$ cat config.mk
export PLATFORM = sky130hd
export DESIGN_NAME = median_window_3x3
export DESIGN_NICKNAME = d
export VERILOG_FILES = /design/src/rtl/median_window_3x3.sv
export SDC_FILE = /design/constraint.sdc
export NUM_CORES = 1
export LEC_CHECK = 0
export BUFFER_PORTS_ARGS = -buffer_cell sky130_fd_sc_hd__buf_2
export CORE_ASPECT_RATIO = 0.7
export CORE_MARGIN = 4
export CORE_UTILIZATION = 34
export CTS_CLUSTER_SIZE = 40
export DETAILED_ROUTE_END_ITERATION = 6
export GPL_TIMING_DRIVEN = 0
export SYNTH_ARGS = -nofsm -noshare
export SYNTH_HDL_FRONTEND = slang
export SYNTH_SLANG_ARGS = --single-unit
$ cat constraint.sdc
create_clock -name clk -period 3.29 [get_ports clk]
set_input_delay 0.329 -clock clk [delete_from_list [all_inputs] [get_ports clk]]
set_output_delay 0.329 -clock clk [all_outputs]
set_load 0.02 [all_outputs]
$ cat src/rtl/median_window_3x3.sv
// 3x3 window generator for the median filter: two line buffers plus a shifting
// 3x3 register window over a raster pixel stream, valid/ready on both sides.
`timescale 1ns/1ps

module median_window_3x3 #(
    parameter int DATA_W = 8,
    parameter int IMG_W  = 16,
    parameter int IMG_H  = 16
) (
    input  logic              clk,
    input  logic              rst_n,
    input  logic              in_valid,
    output logic              in_ready,
    input  logic [DATA_W-1:0] in_pixel,
    input  logic              in_sof,
    output logic              out_valid,
    input  logic              out_ready,
    output logic [DATA_W-1:0] w0,
    output logic [DATA_W-1:0] w1,
    output logic [DATA_W-1:0] w2,
    output logic [DATA_W-1:0] w3,
    output logic [DATA_W-1:0] w4,
    output logic [DATA_W-1:0] w5,
    output logic [DATA_W-1:0] w6,
    output logic [DATA_W-1:0] w7,
    output logic [DATA_W-1:0] w8
);

    localparam int CW = $clog2(IMG_W);
    localparam int RW = $clog2(IMG_H);
    localparam logic [CW-1:0] COL_LAST = CW'(IMG_W - 1);
    localparam logic [RW-1:0] ROW_LAST = RW'(IMG_H - 1);
    localparam logic [CW-1:0] COL_TWO  = CW'(2);
    localparam logic [RW-1:0] ROW_TWO  = RW'(2);

    logic [CW-1:0]     col_q, col_d;
    logic [RW-1:0]     row_q, row_d;
    logic              out_valid_q, out_valid_d;
    logic [DATA_W-1:0] win_q [0:8];
    logic [DATA_W-1:0] win_d [0:8];

    logic [DATA_W-1:0] lb0_q [0:IMG_W-1];
    logic [DATA_W-1:0] lb1_q [0:IMG_W-1];

    logic              in_ready_s;
    logic              accept_s;
    logic [CW-1:0]     cur_col_s;
    logic [RW-1:0]     cur_row_s;
    logic [DATA_W-1:0] top_s;
    logic [DATA_W-1:0] mid_s;

    // Handshake and effective position of the current pixel (in_sof forces origin)
    always_comb begin
        in_ready_s = ~out_valid_q | out_ready;
        accept_s   = in_valid & in_ready_s;
        if (in_sof) begin
            cur_col_s = '0;
            cur_row_s = '0;
        end else begin
            cur_col_s = col_q;
            cur_row_s = row_q;
        end
        top_s = lb1_q[cur_col_s];
        mid_s = lb0_q[cur_col_s];
    end

    // Raster position counters, advanced from the effective position on accept
    always_comb begin
        col_d = col_q;
        row_d = row_q;
        if (accept_s) begin
            if (cur_col_s == COL_LAST) begin
                col_d = '0;
                if (cur_row_s == ROW_LAST) begin
                    row_d = '0;
                end else begin
                    row_d = cur_row_s + RW'(1);
                end
            end else begin
                col_d = cur_col_s + CW'(1);
                row_d = cur_row_s;
            end
        end else begin
            col_d = col_q;
            row_d = row_q;
        end
    end

    // Window shift and output-valid update
    always_comb begin
        for (int i = 0; i < 9; i++) begin
            win_d[i] = win_q[i];
        end
        out_valid_d = out_valid_q;
        if (accept_s) begin
            win_d[0] = win_q[1];
            win_d[1] = win_q[2];
            win_d[2] = top_s;
            win_d[3] = win_q[4];
            win_d[4] = win_q[5];
            win_d[5] = mid_s;
            win_d[6] = win_q[7];
            win_d[7] = win_q[8];
            win_d[8] = in_pixel;
            out_valid_d = (cur_row_s >= ROW_TWO) && (cur_col_s >= COL_TWO);
        end else if (out_ready) begin
            out_valid_d = 1'b0;
        end else begin
            out_valid_d = out_valid_q;
        end
    end

    // Control and window registers
    always_ff @(posedge clk or negedge rst_n) begin
        if (!rst_n) begin
            col_q       <= '0;
            row_q       <= '0;
            out_valid_q <= 1'b0;
            for (int i = 0; i < 9; i++) begin
                win_q[i] <= '0;
            end
        end else begin
            col_q       <= col_d;
            row_q       <= row_d;
            out_valid_q <= out_valid_d;
            for (int i = 0; i < 9; i++) begin
                win_q[i] <= win_d[i];
            end
        end
    end

    // Line buffers: not reset, the row counter decides when their contents matter;
    // the read above sees the old word, so lb1 receives what lb0 held before this write
    always_ff @(posedge clk) begin
        if (accept_s) begin
            lb1_q[cur_col_s] <= lb0_q[cur_col_s];
            lb0_q[cur_col_s] <= in_pixel;
        end
    end

    assign in_ready  = in_ready_s;
    assign out_valid = out_valid_q;
    assign w0 = win_q[0];
    assign w1 = win_q[1];
    assign w2 = win_q[2];
    assign w3 = win_q[3];
    assign w4 = win_q[4];
    assign w5 = win_q[5];
    assign w6 = win_q[6];
    assign w7 = win_q[7];
    assign w8 = win_q[8];

endmodule

After elaboration in Yosys (flattened, before gate mapping). Memories as Yosys holds them, arrays and structs flattened. A register that Yosys moved wholly into a read port is not among the register bits. Index checks and enable logic that the tools add are counted. Widths: inputs -> output; s select.

Bitwise logic cells: 3. Order comparisons: 2. Reductions and logical operators: 3. Add/subtract/negate cells: 2. Multiplexer cells: 9. Equality and inequality tests: 2.

Operators by type and width (number): $mux 4 (5); $add 4x1->4 const B (2); $eq 4x4->1 const B (2); $ge 4x2->1 const B (2); $mux 1 (4); $reduce_bool 2->1 (1); $and 1x1->1 (1); $logic_and 1x1->1 (1); $logic_not 1->1 (1); $not 1->1 (1); $or 1x1->1 (1).

Input port bits: 13. Logic and storage cells: 34. Output and inout bits: 74. Register bits: 73. Memories kept: 2. Bits in writable memories: 256.

Memory list: lb0_q (words 16, width 8, read ports 1, clocked after Yosys merged registers in 0, write ports 1, line 42) `logic [DATA_W-1:0] lb0_q [0:IMG_W-1];`; lb1_q (words 16, width 8, read ports 1, clocked after Yosys merged registers in 1, write ports 1, line 43) `logic [DATA_W-1:0] lb1_q [0:IMG_W-1];`.

Depth between registers and ports, before layout. Gate-level depths: netlist of run 1.

Depth after elaboration: 5. Mapped depth: 8. Mapped depth without buffers: 5.

Least setup slack after synthesis of run 1. Ideal clock, no wire load.

Path type: input to register. Start: in in_sof. End: mem lb0_q[6][0] (enable). Path slack: 0.112 ns. Stages on the path: 5. Buffers on the path: 3. Arrival time: 2.748 ns. Path through: buf_6 or3b_1 buf_2 buf_6 nor4_1.

Longest elaborated chain between the ends: 1.

RTL lines: start: declaration (line 15) `input logic in_sof,`; $mux 4 (line 56) `if (in_sof) begin`; end: declaration (line 42).

No other way between the ends.

Worst setup path in the final report of run 1.
Start: reg col_q[3]. End: mem lb0_q[10][3] (enable).

Longest elaborated chain between the ends: 1.

RTL lines: start: declaration (line 36) `logic [CW-1:0] col_q, col_d;`; start signal: assignment (line 123) `col_q <= col_d;`; $mux 4 (line 56).

No other way between the ends.

==> results of run 1 <==
## cell families (layout without fill, tap and decap cells)
logic type,after synthesis,in the layout,synth area share (%)
flip-flops,337,337,72.6
AND/OR/NAND/NOR,289,289,9.45
AO/OA/AOI/OAI,146,146,9.06
multiplexers,71,71,6.11
buffers and inverters,68,229,2.73
adder cells (fa/ha/maj),1,1,0.0934
## power groups by stage
stage,Combinational (mW),Sequential (mW),Clock [mW]
floorplan,0.936,5.50,0
global placement,1.90,5.33,0
detailed placement,1.96,5.33,0
CTS,1.97,5.24,3.85
global route,2.11,5.27,4.05
finish,1.97,5.23,3.80
## worst reg2reg max path, delay by kind of cell (launching register included)
family,cells,cell delay [ns]
buffers and inverters,3,0.87
DFF,1,0.38
and+or+nand+nor,3,1.53
## cells in the final DEF (no fill, tap or decap), types with 11 or more instances in the layout
cell / count
edfxtp_1: 256
dfrtp_1: 81
clkbuf_16: 30
a211oi_1: 11
clkbuf_1: 23
mux2_2: 16
a221oi_1: 13
mux2i_1: 48
nor2b_1: 25
buf_4: 14
a221o_1: 17
buf_2: 104
a21oi_1: 25
nor2_1: 31
nand2_1: 184
buf_6: 12
## worst max path at each step
stage | startpoint | end | slack [ns] | cells after the start
global placement | in_sof | lb0_q[6][0] | -1.49 | 6
CTS | col_q[1] | lb1_q[5][1] | 0.03 | 7
global route | col_q[3] | lb1_q[10][6] | 0.07 | 6
detailed placement | col_q[1] | lb1_q[7][1] | -0.003 | 7
finish | col_q[3] | lb0_q[10][3] | 0.21 | 6
floorplan | in_sof | lb0_q[6][0] | 0.11 | 5
## through the flow
stage	utilization (%)	setup TNS, ns	worst slack [ns]	cells	area (um^2)
after floorplan	-	0	0.112	912	13400
final	41.1	0	0.211	1600	15900
after global routing	41.1	0	0.0750	1600	15900
after global placement	37.4	-109.39	-1.49	1525	14500
after CTS	41.0	0	0.0294	1600	15900
after detailed placement	38.2	-0.0325	-0.00321	1543	14800
## final cells by class
type | count | area, um^2
Fill cell | 3574 | 22800
Multi-Input combinational cell | 507 | 3380
Buffer | 61 | 339
Clock buffer | 40 | 858
Inverter | 7 | 26.3
Timing Repair Buffer | 105 | 688
Clock inverter | 16 | 218
Sequential cell | 337 | 9710
Tap cell | 527 | 659
## flip-flops by register name (all words and copies together), names as in the netlist
name / cells
row_q: 4
w4: 8
lb0_q: 128
out_valid: 1
w0: 8
w3: 8
w6: 8
w2: 8
w7: 8
lb1_q: 128
w8: 8
col_q: 4
w1: 8
w5: 8
## metal layers
layer / GRT usage [%] / routed length [um] / vias up
li1: - / - / 3702
met1: 26.2 / 17100 / 4262
met2: 23.3 / 15000 / 303
met3: 3.11 / 2900 / 39
met4: 2.45 / 528 / 0
met5: 0 / 0 / -
## timing repair
action / CTS / global route
setup endpoints to repair: 0 / 32
endpoints found under the hold margin: 28 / 0
hold buffers: 1 / 0
resized for setup: 0 / 2
==> impl_metrics.yaml, run 1 <==
status:
  status: "completed"
timing:
  final-setup-viol-count: 0
  worst_pin_slew_ns: 0.892
  finalHoldViolCount: 0
  finalCritPeriodShare_pct: 93.6
  fmax_mhz: 325
  fin_crit_ns: 3.08
  relSlewSlack_pct: 40.2
  skew_ns: 0.0180
  rsz0062_at_grt: "no"
  maxSlewViolCount: 0
  whs_ns: 0.139
yosys:
  syn_area_um2: 13400
  yosys-top-cells-count: "edfxtp_1, nand2_1, dfrtp_1, mux2i_1, nor2_1"
  synth_ff_type: "edfxtp_1"
  synthCells: 912
  syn_area_per_cell_um2: 14.7
  synth_top_area_cell: "edfxtp_1"
  syn_nets: 926
  ys_ff_latch: 337
  ys_types: 58
  ys_seq_area_share_pct: 72.6
  yosysMostFrequentCell: "edfxtp_1"
  synth_warnings: 0
  async_flop_share_pct: 24.0
  synth_edf_count: 256
  synth_area_leaders: "edfxtp_1, dfrtp_1, nand2_1"
  yosysTopAreaCellShare_pct: 57.4
setup_path:
  endpoint_kind: "flip-flop"
  crit_slowest_cell: "nor3b_2"
  path_buf_inv: 3
  cp_data_required_time_ns: 3.57
  r2r_cells: 6
  timing.rr.end: "lb0_q[10][3]"
  crit_family: "simple AND/OR/NAND/NOR gates"
  critPathMaxFanout: 10
  cp.arrival_ns: 3.35
  critPathLaunchType: "flip-flop"
  worstPathCellList: "buf_4 > nor3b_2 > buf_2 > nand2_1 > nor3_2 > buf_6"
  reg2reg_from: "col_q[3]"
  max_stage_delay_ns: 0.68
  path_class: "flip-flop to flip-flop"
  r2r_slack_ns: 0.21
power:
  p_sw_mw: 3.14
  power_density_nw_per_um2: 693
  irDropWorstVdd_uv: 406
  swShare_pct: 28.5
  p_seq_share_pct: 47.5
  clkPwrFrac_pct: 34.5
  power_mw: 11.0
  p_comb_share_pct: 17.9
  internal_power_mw: 7.87
  p_leak_nw: 5.91
floorplan:
  initial_utilization_pct: 34.6
  core_area_um2: 38700
  io_pins: 87
  die_area_um2: 42700
  row_count: 60
  die_x_um: 245
  die_y_um: 174
cts:
  clkTransAtPathRegs_ns: 0.07
  clock_sinks: 337
  clk_latency_ns: 0.58
  htreeDepth: 1
  clk_path_buf_depth: 3
  cts_tree: "done"
  numCtsBuffers: 30
  cts_setup_buffers: 0
  cts_root_buf: "clkbuf_16"
placement:
  port_buffers: 86
  routabilityCongestion: 0.866
  dp_hpwl_um: 24500
min_path:
  whs_path_depth: 3
  hp-class: "primary input to flip-flop"
  holdPathEnd: "w8[3]"
  hold_path_startpoint: "in_pixel[3]"
global_route:
  grt_max_degree: 54
  grtUsageTotal_pct: 16.3
  antenna_found_initial: 2
  grt_pass1_wl_um: 53000
  grt_overflow: 0
  grt_pass1_vias: 8023
detailed_routing:
  drc: 0
  drtIter0Drc: 918
  post_drt_via_cell_ratio: 5.19
  wl_per_cell_um: 22.2
  routed_wl_um: 35500
  first_pass_iters: 5
  drtAntennaViolNets: 0
  via_count: 8306
job:
  cap_violations: 0
cells_and_area:
  drive_gt1_share_pct: 23.5
  diodes: 0
  syn2layout_area_growth_pct: 18.6
  fin_nets: 1063
Note: power is estimated with default switching activity, not from simulation.
==> inputs of run 2 (changes only) <==
Settings changed: CTS_CLUSTER_DIAMETER from default to 150, MAX_ROUTING_LAYER from default to met4.
==> impl_metrics.yaml, run 2 (same netlist as run 1, synthesis figures left out) <==
setup_path:
  crit_family: "simple AND/OR/NAND/NOR gates"
  worstPathCellList: "buf_4 > nor3b_2 > buf_2 > nand2_1 > nor3_2 > buf_6"
  endpoint_kind: "flip-flop"
  critPathLaunchType: "flip-flop"
  path_buf_inv: 3
  cp_data_required_time_ns: 3.49
  crit_slowest_cell: "nor3b_2"
  path_class: "flip-flop to flip-flop"
  max_stage_delay_ns: 0.66
  cp.arrival_ns: 3.34
  critPathMaxFanout: 10
detailed_routing:
  post_drt_via_cell_ratio: 5.27
  drtIter0Drc: 952
  drtAntennaViolNets: 0
  drc: 0
  routed_wl_um: 34900
  via_count: 8237
  wl_per_cell_um: 22.3
  first_pass_iters: 5
cts:
  cts_root_buf: "clkbuf_16"
  cts_tree: "done"
  clkTransAtPathRegs_ns: 0.15
  numCtsBuffers: 12
  clk_path_buf_depth: 3
  htreeDepth: 1
  clk_latency_ns: 0.52
  clock_sinks: 337
power:
  power_density_nw_per_um2: 608
  clkPwrFrac_pct: 22.0
  p_leak_nw: 5.56
  p_comb_share_pct: 21.4
  p_seq_share_pct: 56.6
  swShare_pct: 30.7
  irDropWorstVdd_uv: 410
  internal_power_mw: 6.40
  p_sw_mw: 2.83
  power_mw: 9.23
global_route:
  grt_pass1_vias: 7883
  grt_max_degree: 54
  gr-usage-met1_pct: 25.6
  globalRoute.busiestLayer: "met1"
  grtUsageTotal_pct: 16.4
  grt_overflow: 0
  antenna_found_initial: 1
  use_met2_pct: 23.0
  grt_pass1_wl_um: 52000
  met3_usage_pct: 2.81
floorplan:
  io_pins: 87
  initial_utilization_pct: 34.6
  die_y_um: 174
  die_x_um: 245
  core_area_um2: 38700
  die_area_um2: 42700
  row_count: 60
timing:
  skew_ns: 0.0427
  finalHoldViolCount: 0
  fmax_mhz: 318
  worst_pin_slew_ns: 0.899
  finalCritPeriodShare_pct: 95.4
  rsz0062_at_grt: "no"
  final-setup-viol-count: 0
  maxSlewViolCount: 0
  relSlewSlack_pct: 39.7
  fin_crit_ns: 3.14
placement:
  routabilityCongestion: 0.880
  port_buffers: 86
  dp_hpwl_um: 24500
  dpl_cell_area_um2: 14800
cells_and_area:
  fin_nets: 1045
  syn2layout_area_growth_pct: 13.4
  design_area_um2: 15200
  drive_gt1_share_pct: 20.8
  final_common_cell: "edfxtp_1"
  largestRegisters: "lb0_q: 128 flops, lb1_q: 128 flops"
  fillers: 3630
  layout_common_cells: "edfxtp_1, nand2_1, buf_2, dfrtp_1, mux2i_1"
  diodes: 0
job:
  cap_violations: 0
status:
  status: "completed"
min_path:
  hp-class: "primary input to flip-flop"
==> run 2: through the flow <==
stage / std cells / TNS (ns) / utilization (%) / worst slack (ns) / hold slack (ns)
after floorplan: 912 / 0 / - / 0.112 / 0.0334
after global routing: 1564 / 0 / 39.3 / 0.00420 / 0.186
after CTS: 1564 / 0 / 39.2 / 0.0291 / 0.181
after detailed placement: 1543 / -0.0325 / 38.2 / -0.00321 / 0.296
after global placement: 1525 / -109.39 / 37.4 / -1.49 / 0.455
final: 1564 / 0 / 39.3 / 0.150 / 0.186
==> run 2: path summary, 6_finish.rpt <==
| check | startpoint | to | slack [ns] | cells past startpoint |
|---|---|---|---|---|
| setup reg to reg | col_q[3] | lb0_q[10][0] | 0.15 | 6 |
| hold reg to reg | w0[5] | w0[5] | 0.49 | 2 |
| min in group asynchronous | rst_n | w4[0] | 0.26 | 2 |
| max in group asynchronous | rst_n | w2[1] | 2.40 | 3 |
| hold / removal | in_pixel[3] | w8[3] | 0.19 | 3 |
| setup / recovery | col_q[3] | lb0_q[10][0] | 0.15 | 6 |
==> run 2: layer usage <==
metal	wire (um)	share of wire [%]
met1	17000	49
met2	14700	42
met3	2640	7.6
met4	482	1.4
met5	0	0
==> run 2: what timing repair did <==
item	CTS	global route
hold endpoints to repair	28	0
gates resized for setup	0	2
hold buffers	1	0
setup buffers	0	0
endpoints found under the setup margin	0	32
==> run 2: power groups by stage <==
stage               Sequential (mW)  Combinational, mW  Clock (mW)
floorplan                      5.50              0.936           0
global placement               5.33               1.90           0
detailed placement             5.33               1.96           0
CTS                            5.23               1.96        2.07
global route                   5.26               2.11        2.23
finish                         5.23               1.97        2.03
==> run 2: layout make-up <==
| class | count | area, um^2 | area share [%] |
|---|---|---|---|
| Clock buffer | 19 | 348 | 2.29 |
| Timing Repair Buffer | 105 | 688 | 4.53 |
| Buffer | 61 | 339 | 2.23 |
| Clock inverter | 1 | 30.0 | 0.198 |
| Multi-Input combinational cell | 507 | 3380 | 22.2 |
| Tap cell | 527 | 659 | 4.34 |
| Sequential cell | 337 | 9710 | 64.0 |
| Inverter | 7 | 26.3 | 0.173 |
==> run 2: tightest hold or removal path: stages <==
cell	delay, ns
buf_2	0.20
nand2_1	0.09
nand2_1	0.04
